<file path="config.mk">
export PLATFORM = sky130hd
export DESIGN_NAME = tilt_calib_ctrl
export DESIGN_NICKNAME = d
export VERILOG_FILES = /design/src/rtl/tilt_calib_ctrl.sv
export SDC_FILE = /design/constraint.sdc
export NUM_CORES = 1
export LEC_CHECK = 0
export ABC_AREA = 1
export CORE_ASPECT_RATIO = 0.7
export CORE_MARGIN = 10
export CORE_UTILIZATION = 37
export CTS_CLUSTER_SIZE = 10
export DETAILED_ROUTE_END_ITERATION = 16
export MAX_ROUTING_LAYER = met4
export SYNTH_ARGS = -nofsm -noshare
export SYNTH_HDL_FRONTEND = slang
export SYNTH_SLANG_ARGS = --single-unit
export TNS_END_PERCENT = 10
</file>
<file path="constraint.sdc">
create_clock -name clk -period 3.56 [get_ports clk]
set_clock_uncertainty 0.2 [all_clocks]
set_input_delay 0.534 -clock clk [delete_from_list [all_inputs] [get_ports clk]]
set_output_delay 0.534 -clock clk [all_outputs]
set_load 0.05 [all_outputs]
</file>
<file path="src/rtl/tilt_calib_ctrl.sv">
// tilt_calib_ctrl: X-axis zero-offset calibration, offset correction and watchdog.
// Define TILT_IIR_EN to low-pass filter tilt_out with a 1/4 coefficient.
module tilt_calib_ctrl #(
  parameter int CAL_SHIFT      = 4,
  parameter int DEAD_ZONE      = 64,
  parameter int TIMEOUT_CYCLES = 50_000_000
) (
  input  logic               clk,
  input  logic               reset_n,
  input  logic               start_cal,
  input  logic               data_update,
  input  logic signed [15:0] data_x,
  output logic               cal_busy,
  output logic               cal_done,
  output logic signed [15:0] offset,
  output logic signed [15:0] tilt_out,
  output logic               tilt_valid,
  output logic [1:0]         dir,
  output logic               stale
);
  localparam int AW = 16 + CAL_SHIFT;
  localparam int CW = CAL_SHIFT + 1;
  localparam int WW = $clog2(TIMEOUT_CYCLES + 1);
  localparam logic [CW-1:0] LAST = CW'((1 << CAL_SHIFT) - 1);
  localparam logic [WW-1:0] WD_MAX = WW'(TIMEOUT_CYCLES);
  localparam logic [WW-1:0] WD_TRIP = WW'(TIMEOUT_CYCLES - 1);

  typedef enum logic [1:0] {IDLE, CAL, LOAD, RUN} state_t;
  state_t state, state_n;

  logic                 upd_q;
  logic                 sample;
  logic                 active;
  logic                 timeout;
  logic                 cal_smp;
  logic                 run_smp;
  logic                 cap_v;
  logic [CW-1:0]        cnt;
  logic [WW-1:0]        wd;
  logic signed [AW-1:0] acc;
  logic signed [15:0]   cap;
  logic signed [15:0]   tnew;
  logic signed [17:0]   diff;

  function automatic logic signed [15:0] sat(
    input logic signed [17:0] v
  );
    if (v > 18'sd32767) return 16'sh7fff;
    if (v < -18'sd32768) return 16'sh8000;
    return v[15:0];
  endfunction

  function automatic logic [1:0] dir_of(
    input logic signed [15:0] v
  );
    if (int'(v) > DEAD_ZONE) return 2'b01;
    if (int'(v) < -DEAD_ZONE) return 2'b10;
    return 2'b00;
  endfunction

  assign sample  = data_update & ~upd_q;
  assign active  = (state == CAL) || (state == RUN);
  assign cal_smp = (state == CAL) && sample;
  assign run_smp = (state == RUN) && sample && !start_cal;
  assign timeout = active && !sample && (wd == WD_TRIP)
                && !((state == RUN) && start_cal);
  assign diff    = {{2{cap[15]}}, cap}
                 - {{2{offset[15]}}, offset};

`ifdef TILT_IIR_EN
  logic signed [15:0] d_sat;
  logic signed [17:0] d_ext;
  logic signed [17:0] t_ext;
  logic signed [17:0] step;
  assign d_sat = sat(diff);
  assign d_ext = {{2{d_sat[15]}}, d_sat};
  assign t_ext = {{2{tilt_out[15]}}, tilt_out};
  assign step  = (d_ext - t_ext) >>> 2;
  assign tnew  = sat(t_ext + step);
`else
  assign tnew = sat(diff);
`endif

  always_ff @(posedge clk) begin
    if (!reset_n) state <= CAL;
    else          state <= state_n;
  end

  always_comb begin
    state_n = state;
    unique case (state)
      IDLE: if (start_cal) state_n = CAL;
      CAL: begin
        if (timeout) state_n = IDLE;
        else if (cal_smp && cnt == LAST) state_n = LOAD;
      end
      LOAD: state_n = RUN;
      RUN:  if (start_cal) state_n = CAL;
      default: state_n = IDLE;
    endcase
  end

  always_ff @(posedge clk) begin
    if (!reset_n) begin
      upd_q      <= 1'b0;
      cnt        <= '0;
      wd         <= '0;
      acc        <= '0;
      cap        <= '0;
      cap_v      <= 1'b0;
      cal_busy   <= 1'b1;
      cal_done   <= 1'b0;
      offset     <= '0;
      tilt_out   <= '0;
      tilt_valid <= 1'b0;
      dir        <= 2'b00;
      stale      <= 1'b0;
    end else begin
      upd_q      <= data_update;
      tilt_valid <= 1'b0;
      cap_v      <= run_smp;
      if (run_smp) cap <= data_x;
      if (!active || sample || state_n != state) wd <= '0;
      else if (wd != WD_MAX) wd <= wd + 1'b1;
      if (cal_smp || run_smp) stale <= 1'b0;
      if (cal_smp) begin
        acc <= acc + {{CAL_SHIFT{data_x[15]}}, data_x};
        cnt <= cnt + 1'b1;
      end
      if (cap_v && state == RUN && !start_cal) begin
        tilt_out   <= tnew;
        dir        <= dir_of(tnew);
        tilt_valid <= 1'b1;
      end
      if (timeout) begin
        stale <= 1'b1;
        dir   <= 2'b00;
        if (state == CAL) begin
          acc      <= '0;
          cnt      <= '0;
          cal_busy <= 1'b0;
        end
      end
      if (start_cal && (state == IDLE || state == RUN)) begin
        cal_busy <= 1'b1;
        dir      <= 2'b00;
        acc      <= '0;
        cnt      <= '0;
      end
      if (start_cal && state == IDLE) stale <= 1'b0;
      if (state == LOAD) begin
        // upper slice of the sum is the floor-rounded mean
        offset   <= acc[CAL_SHIFT +: 16];
        cal_done <= 1'b1;
        cal_busy <= 1'b0;
        acc      <= '0;
        cnt      <= '0;
`ifdef TILT_IIR_EN
        tilt_out <= '0;
`endif
      end
    end
  end
endmodule

</file>
# After elaboration in Yosys (flattened, before gate mapping)
# Cells that the tools add are included.
# W data, S select, Z words.
# classes
add_sub_neg	4
magnitude_cmp	4
n_eq_ne	7
muxes	35
n_bitwise	3
reduce_logical	31
# op_table
op	count
$mux W16	4
$mux W20	3
$add A26 B1 Y26 const B	1
$eq A26 B26 Y1 const B	1
$ne A26 B26 Y1 const B	1
$add A20 B20 Y20	1
$gt A17 B16 Y1 const B	1
$lt A17 B16 Y1 const B	1
$mux W1	17
$sub A16 B16 Y17	1
$gt A16 B8 Y1 const B	1
$lt A16 B7 Y1 const B	1
$mux W5	3
$mux W2	7
$logic_and A1 B1 Y1	12
$pmux W2 S3	1
$reduce_bool A3 Y1	2
$reduce_or A2 Y1	3
$reduce_or A3 Y1	2
$add A5 B1 Y5 const B	1
$eq A5 B4 Y1 const B	1
$logic_or A1 B1 Y1	5
$eq A2 B2 Y1 const B	2
$logic_not A1 Y1	4
7 further kinds	8
# totals
regBits	109
input_bits	20
out_inout_bits	38
word_cells	98

# Longest topological paths before layout
# Gate-level depths: netlist (run 1).
# logic_depth
ltp_word	15
ltp_mapped	20
depth_no_buf	19

# Least setup slack after synthesis (run 1)
# OpenSTA, ideal clock, no wires.
# synth_timing
path_kind	register to register
from	register offset[3]
to	register dir[1]
setup_ns	0.118
t_arrival_ns	2.418
required_ns	3.242
setup_slack_ns	0.823
stages_incl_launch_ff	17
path_buffers	1
synth_period_minus_slack_ns	2.737
cell_sequence	dfxtp_1 -> inv_1 -> ha_1 -> or2_2 -> nand3_1 -> nand2_1 -> nand2_1 -> nand2_1 -> nand2_1 -> nand2_1 -> nand2_1 -> buf_4 -> nand2_1 -> nor3_1 -> o21ai_0 -> nor2_1 -> nor2_1
# synth_via
elab_chain_len	13
word_cells_on_any_way	21
cone_classes	1 x add/sub; 4 x order compare; 16 x mux
# synth_lines
element	line_no	text
start: declaration	15	output logic signed [15:0] offset,
start signal: assignment	153	offset <= acc[CAL_SHIFT +: 16];
$sub A16 B16 Y17 (*)	68	- {{2{offset[15]}}, offset};
$lt A17 B16 Y1	49	if (v < -18'sd32768) return 16'sh8000;
$mux W1 (2 in a row)	49	
$mux W16	50	return v[15:0];
$mux W16 (*)	49	
$lt A16 B7 Y1	57	if (int'(v) < -DEAD_ZONE) return 2'b10;
$mux W1 (2 in a row)	57	
$mux W1	130	if (cap_v && state == RUN && !start_cal) begin
$mux W1	104	if (!reset_n) begin
$mux W2	58	return 2'b00;
$mux W2 (*)	57	
end signal: assignment	132	dir <= dir_of(tnew);
end: declaration	18	output logic [1:0] dir,
# Every way passes the cells marked *; elsewhere a longest branch is shown, timed or not. The select of a mux whose other input is x is not followed.
# A chain may end at the register's enable or synchronous reset.

# Final worst setup path (run 1)
# layout_timing
from	register cap[0]
to	register dir[1]
# layout_via
elab_chain_len	13
word_cells_on_any_way	21
cone_classes	1 x add/sub; 4 x order compare; 16 x mux
# layout_lines
element	line_no	text
start: declaration	41	logic signed [15:0] cap;
start signal: assignment	122	if (run_smp) cap <= data_x;
$sub A16 B16 Y17 (*)	68	
$lt A17 B16 Y1	49	
$mux W1 (2 in a row)	49	
$mux W16	50	
$mux W16 (*)	49	
$lt A16 B7 Y1	57	
$mux W1 (2 in a row)	57	
$mux W1	130	
$mux W1	104	
$mux W2	58	
$mux W2 (*)	57	
# Marks and branches as above.

==> results_dict.tcl, run 1 <==
set metrics [dict create \
    start_util 0.382 \
    synth_area_per_cell_um2 7.10 \
    grt.overflow.total 0 \
    die_x_um 180 \
    synth-xor-area-share 0.0450 \
    drt-total-wl_um 18100 \
    max-slew-margin-rel 0.542 \
    coreArea_mm2 0.0174 \
    ys_types 48 \
    hold-path-cell-count 2 \
    layout-drive-gt1-share 0.0716 \
    ys_ff_latch 109 \
    rsz0062_at_grt "no" \
    vdd_drop_max_uv 235 \
    period_share 0.864 \
    detail_route.wl_per_cell_um 14.8 \
    ant_nets 0 \
    fin_crit_ps 3080 \
    track_usage 0.154 \
    end_kind "flop" \
    n_antenna_cell 0 \
    synth_top_cell_by_area "dfxtp_1" \
    cts_tree "done" \
    arrival_ps 3120 \
    final_max_slew_viol_count 0 \
    ff2ff_path_depth 17 \
    gp_congestion 0.990 \
    synth-seq-area-share 0.328 \
    hpwl_um 14200 \
    synth_top_area_frac 0.328 \
    synthesis.area_mm2 0.00665 \
    cts.sinks 109 \
    start_kind "flop" \
    clock_latency_ps 360 \
    synth_fa_ha_area_frac 0.0869 \
    antenna_found_initial 0 \
    synth_cells 937 \
    synthTopCellsByArea "dfxtp_1 33%, nand2_1 11%, ha_1 8.1%" \
    cp_max_fo 22 \
    dr.pass1.iters 5 \
    max_slew.worst_pin.slew_ps 685 \
    worst-setup-path-type "reg -> reg" \
    fin_nets 1052 \
    synth_top_family_by_area "simple AND/OR/NAND/NOR gates" \
    ctsHoldBuffers 0 \
    post_cts_resized 0 \
    cts_root_buffer "clkbuf_16" \
    synth-compound-area-share 0.172 \
    tns_ps 0 \
    power_density_mw_per_mm2 379 \
    grt_pass1_wl_um 30000 \
    leakagePower_nw 3.29 \
    viasPerCell 5.03 \
    synthToLayoutAreaGrowth_pct 16.9 \
    cts_buffers 9 \
    num_rows 40 \
    async_reset_ff_frac 0 \
    dieArea_mm2 0.0238 \
    synth_mux_area_frac 0 \
    post_cts_buffers 0 \
    synth_edf_count 0 \
    hold_path.class "reg -> reg" \
    drc 0 \
    num_vias 6148 \
    synth_flop_cell "dfxtp_1" \
    yosys_warnings 0 \
    drv_cap 0 \
    first_global_vias 5642 \
    clk_path_buf_depth 2 \
    fmax_mhz 325 \
    hold_viol 0 \
    drtIter0Drc 449 \
    setup_viol 0 \
    syn_nets 1002 \
    synthSimpleGateAreaFrac 0.281 \
    worst_ep_required_time_ps 3610 \
    die_h_um 132 \
    io_pins 58 \
    status "completed" \
    place.port_buffers 57 \
    clkTransAtPathRegs_ps 80 \
    r2r_slack_ps 480 \
    grt_start_max_net_pins 52 \
    cts_max_level 3 \
    utilization 0.446 \
]
cells in the final DEF, fill, tap and decap left out, types with 8 or more instances in the layout:
master,count
or2_2,9
clkdlybuf4s50_1,57
a211oi_1,9
xor2_1,23
dfxtp_1,109
nor3_1,25
o21ai_0,79
inv_1,113
nand3_1,37
xnor2_1,8
nor3_2,8
buf_4,8
nand2_1,195
a21oi_1,96
ha_1,43
nor2_1,75
clkbuf_16,9
nand4_1,12
layout make-up:
| cell class | count | area (µm²) |
|---|---|---|
| clock inverter | 7 | 111 |
| timing repair buffer | 65 | 631 |
| multi-input combinational | 683 | 3890 |
| fill | 1778 | 9650 |
| inverter | 119 | 447 |
| sequential | 109 | 2180 |
| tap | 231 | 289 |
| clock buffer | 9 | 225 |
cell families (layout without fill, tap and decap cells):
kind of cell,Yosys count,count (layout)
AND/OR/NAND/NOR,397,397
AO/OA/AOI/OAI,209,209
buffers and inverters,145,200
flip-flops,109,109
adder cells (fa/ha/maj),45,45
XOR/XNOR,32,32
worst paths after layout:
check                         to                start
max          dir[1]$_SDFFE_PP0P_  cap[0]$_SDFFE_PN0P_
min                         flop                 flop
max reg2reg  dir[1]$_SDFFE_PP0P_  cap[0]$_SDFFE_PN0P_
min reg2reg                 flop                 flop
metal layers:
metal / vias to the layer above / routed length (µm) / global-route usage / part of all wire
met1: 2781 / 10200 / 0.237 / 0.56
met2: 153 / 6760 / 0.191 / 0.37
li1: 3205 / - / - / -
met4: 0 / 126 / 0.0313 / 0.0070
met5: - / 0 / - / 0
met3: 9 / 1050 / 0.0354 / 0.058
report_power, final:
| part | internal (mW) | switching [mW] |
|---|---|---|
| Combinational | 0.177 | 0.339 |
| Sequential | 1.26 | 0.0375 |
| Clock | 0.636 | 0.497 |
Yosys cell counts (2+ instances only):
library cell and count:
a21oi_1 96, nand3b_1 2, nor3_1 25, a211oi_1 9, nor2_1 75, nor3_2 8, buf_6 4, xor2_1 23
nor2_4 4, or2_2 9, fa_1 2, o211ai_1 4, and2_1 2, a31oi_1 5, nand3_1 37, inv_1 113
inv_2 6, a21o_1 5, o21ai_0 80, nand2_2 6, buf_2 2, xnor2_1 8, o21bai_1 3, nand4_1 12
o31ai_1 2, nand3_2 2, nor3b_1 5, nor4_1 5, nand2_1 195, nor3b_2 2, ha_1 43, clkbuf_1 19
dfxtp_1 109
critical path, cell delays in order (launching register included):
cell and delay [ps]:
dfxtp_1 310, inv_1 60, ha_1 200, fa_1 400, inv_1 70, nand2_1 50, nand2_1 70, nand3_1 70
nand2_1 140, nand2_1 90, nand3_1 80, nand2_1 90, nand2_1 460, nand2_1 210, nor3_1 230, o21ai_0 90
nor2_1 100, nor2_1 40
per-stage QoR:
step	power [mW]	instances	setup slack [ps]	area [µm²]	hold WS [ps]
final	2.94	1223	484	7770	266
after global routing	3.08	1223	155	7770	289
after CTS	2.97	1223	503	7770	266
after detailed placement	1.83	1207	425	7430	255
after global placement	1.83	1207	454	7430	253
after floorplan	1.69	937	823	6650	233
Note: power is estimated with default switching activity, not from simulation.
==> inputs of run 2 (changes only) <==
--- a/config.mk
+++ b/config.mk
@@ -8,10 +8,11 @@
 export ABC_AREA = 1
 export CORE_ASPECT_RATIO = 0.7
 export CORE_MARGIN = 10
-export CORE_UTILIZATION = 37
+export CORE_UTILIZATION = 50
 export CTS_CLUSTER_SIZE = 10
 export DETAILED_ROUTE_END_ITERATION = 16
 export MAX_ROUTING_LAYER = met4
+export PLACE_DENSITY = 0.71
 export SYNTH_ARGS = -nofsm -noshare
 export SYNTH_HDL_FRONTEND = slang
 export SYNTH_SLANG_ARGS = --single-unit
==> run 2 against run 1 <==
  * Maximum frequency is 1.9% lower
  * Register-to-register slack got worse by 60 ps
  * Count of clock-buffer cells in the layout did not move
  * Routed wire length down 5.6%
  * Via count decreased by 0.50%
  * Sequential power hardly changed
  * Final cell count is 5.3% lower
  * Die area down 23%
  * Worst hold slack improved by 7.8 ps
  * Critical path depth is 1 lower
  * Core utilization up 14 points
  * Total power is 5.7% lower
==> results_dict.tcl, run 2 (synthesized netlist as in run 1, its figures left out) <==
set metrics [dict create \
    status "completed" \
    drv_cap 0 \
    post_cts_buffers 0 \
    cts_root_buffer "clkbuf_16" \
    start_util 0.508 \
    max-slew-margin-rel 0.480 \
    cts_buffers 9 \
    clkPwrFrac 0.348 \
    final_max_slew_viol_count 0 \
    arrival_ps 3170 \
    grt_pass1_wl_um 28100 \
    clkTransAtPathRegs_ps 80 \
    drt-total-wl_um 17100 \
    clock_latency_ps 350 \
    gp_congestion 0.938 \
    worst_ep_required_time_ps 3600 \
    hold_viol 0 \
    p_seq_frac 0.466 \
    gr-usage-met1 0.289 \
    worst-setup-path-type "reg -> reg" \
    pwr-share-comb 0.186 \
    ctsHoldBuffers 0 \
    hpwl_um 13400 \
    grt_start_max_net_pins 52 \
    leakagePower_nw 3.25 \
    post_cts_resized 0 \
    max_slew.worst_pin.slew_ps 779 \
    hold_path.class "reg -> reg" \
    clk_path_buf_depth 2 \
    finalPower_mw 2.78 \
    period_share 0.881 \
    coreArea_mm2 0.0131 \
    die_h_um 116 \
    first_global_vias 5558 \
    io_pins 58 \
    dpl.cell_count 1142 \
    top_usage_layer "met1" \
    num_vias 6117 \
    drc 0 \
    start_kind "flop" \
    cts.sinks 109 \
    n_fill_cell 1254 \
    sw_frac_of_total 0.308 \
    track_usage 0.192 \
    path_buf_inv 1 \
    synthToLayoutAreaGrowth_pct 14.9 \
    final_cell_mix "195 x nand2_1, 113 x inv_1, 109 x dfxtp_1, 96 x a21oi_1, 79 x o21ai_0" \
    stdcell_count 1158 \
    ant_nets 0 \
    num_rows 35 \
    use_met2 0.262 \
    cp_max_fo 22 \
    p_switching_mw 0.856 \
    vdd_drop_max_uv 334 \
    detail_route.wl_per_cell_um 14.8 \
    whs_ps 273 \
    grt.overflow.total 0 \
    p_int_mw 1.92 \
    cts_tree "done" \
    setup_viol 0 \
    viasPerCell 5.28 \
    cts_max_level 3 \
    dieArea_mm2 0.0184 \
    layout-drive-gt1-share 0.0716 \
    drtIter0Drc 489 \
    rsz0062_at_grt "no" \
    n_antenna_cell 0 \
    cpPeakStageDelay_ps 460 \
    fmax_mhz 319 \
    end_kind "flop" \
    crit_top_cell "nand2_1" \
    fin_nets 1052 \
    use_met3 0.0361 \
    crit_chain "ha_1 -> fa_1 -> inv_1 -> nand2_1 -> nand2_1 -> nand3_1 -> nand2_1 -> nand2_1 -> nand3_1 -> nand2_1 -> nand2_1 -> nand2_1 -> nor3_1 -> o21ai_0 -> nor2_1 -> nor2_1" \
    dr.pass1.iters 5 \
    fin_crit_ps 3140 \
    tns_ps 0 \
    crit_family "simple AND/OR/NAND/NOR gates" \
    mostFrequentLayoutCell "nand2_1" \
    die_x_um 158 \
    antenna_found_initial 0 \
    place.port_buffers 57 \
    crit_slowest_cell "nand2_1" \
    power_density_mw_per_mm2 363 \
]
==> run 2: cell count changes in the layout (fill, tap and decap cells not counted), sizes merged <==
cell,before,now
bufinv,2,0
inv,123,121
clkinvlp,0,3
clkinv,1,2
==> run 2: stage by stage <==
stage / area, µm² / util / setup WS [ps]
5_1_grt: 7640 / 0.583 / 142
3_3_place_gp: 7350 / 0.562 / 381
2_1_floorplan: 6650 / - / 823
4_1_cts: 7640 / 0.583 / 457
6_report: 7640 / 0.583 / 424
3_5_place_dp: 7350 / 0.562 / 353
==> run 2: per-layer routing <==
metal | part of all wire | vias up
li1 | - | 3191
met1 | 0.55 | 2780
met2 | 0.39 | 140
met3 | 0.055 | 6
met4 | 0.0039 | 0
met5 | 0 | -
==> run 2: path summary, 6_finish.rpt <==
check | slack [ps] | to | startpoint | cells after the start
min reg2reg | 270 | flop | flop | 2
min | 270 | flop | flop | 2
max | 420 | dir[1]$_SDFFE_PP0P_ | offset[0]$_SDFFE_PN0P_ | 16
max reg2reg | 420 | dir[1]$_SDFFE_PP0P_ | offset[0]$_SDFFE_PN0P_ | 16
==> run 2: cell type report <==
class	instances	area [µm²]	share of cell area
multi-input combinational	683	3890	0.509
sequential	109	2180	0.286
timing repair buffer	65	631	0.0826
inverter	119	447	0.0585
clock buffer	9	225	0.0295
tap	166	208	0.0272
clock inverter	7	60.1	0.00786
==> run 2: worst register-to-register path, delay by kind of cell, from the launching register on <==
kind / cells / cell delay (ps)
AO/OA/AOI/OAI: 1 / 100
adder cells (fa/ha/maj): 2 / 650
flip-flops: 1 / 350
AND/OR/NAND/NOR: 12 / 1670
buffers and inverters: 1 / 70
==> run 2: power groups by stage <==
stage	sequential [mW]	clock, mW	combinational [mW]
after floorplan	1.31	0	0.385
after global placement	1.32	0	0.508
after detailed placement	1.32	0	0.507
after CTS	1.29	0.985	0.509
after global routing	1.30	1.03	0.576
final	1.29	0.967	0.516
==> inputs of run 3 (changes only) <==
--- a/config.mk
+++ b/config.mk
@@ -9,6 +9,7 @@
 export CORE_ASPECT_RATIO = 0.7
 export CORE_MARGIN = 10
 export CORE_UTILIZATION = 50
+export CTS_CLUSTER_DIAMETER = 120
 export CTS_CLUSTER_SIZE = 10
 export DETAILED_ROUTE_END_ITERATION = 16
 export MAX_ROUTING_LAYER = met4
==> results of run 3 <==
Final layout, timing and power as in run 2 (identical DEF).
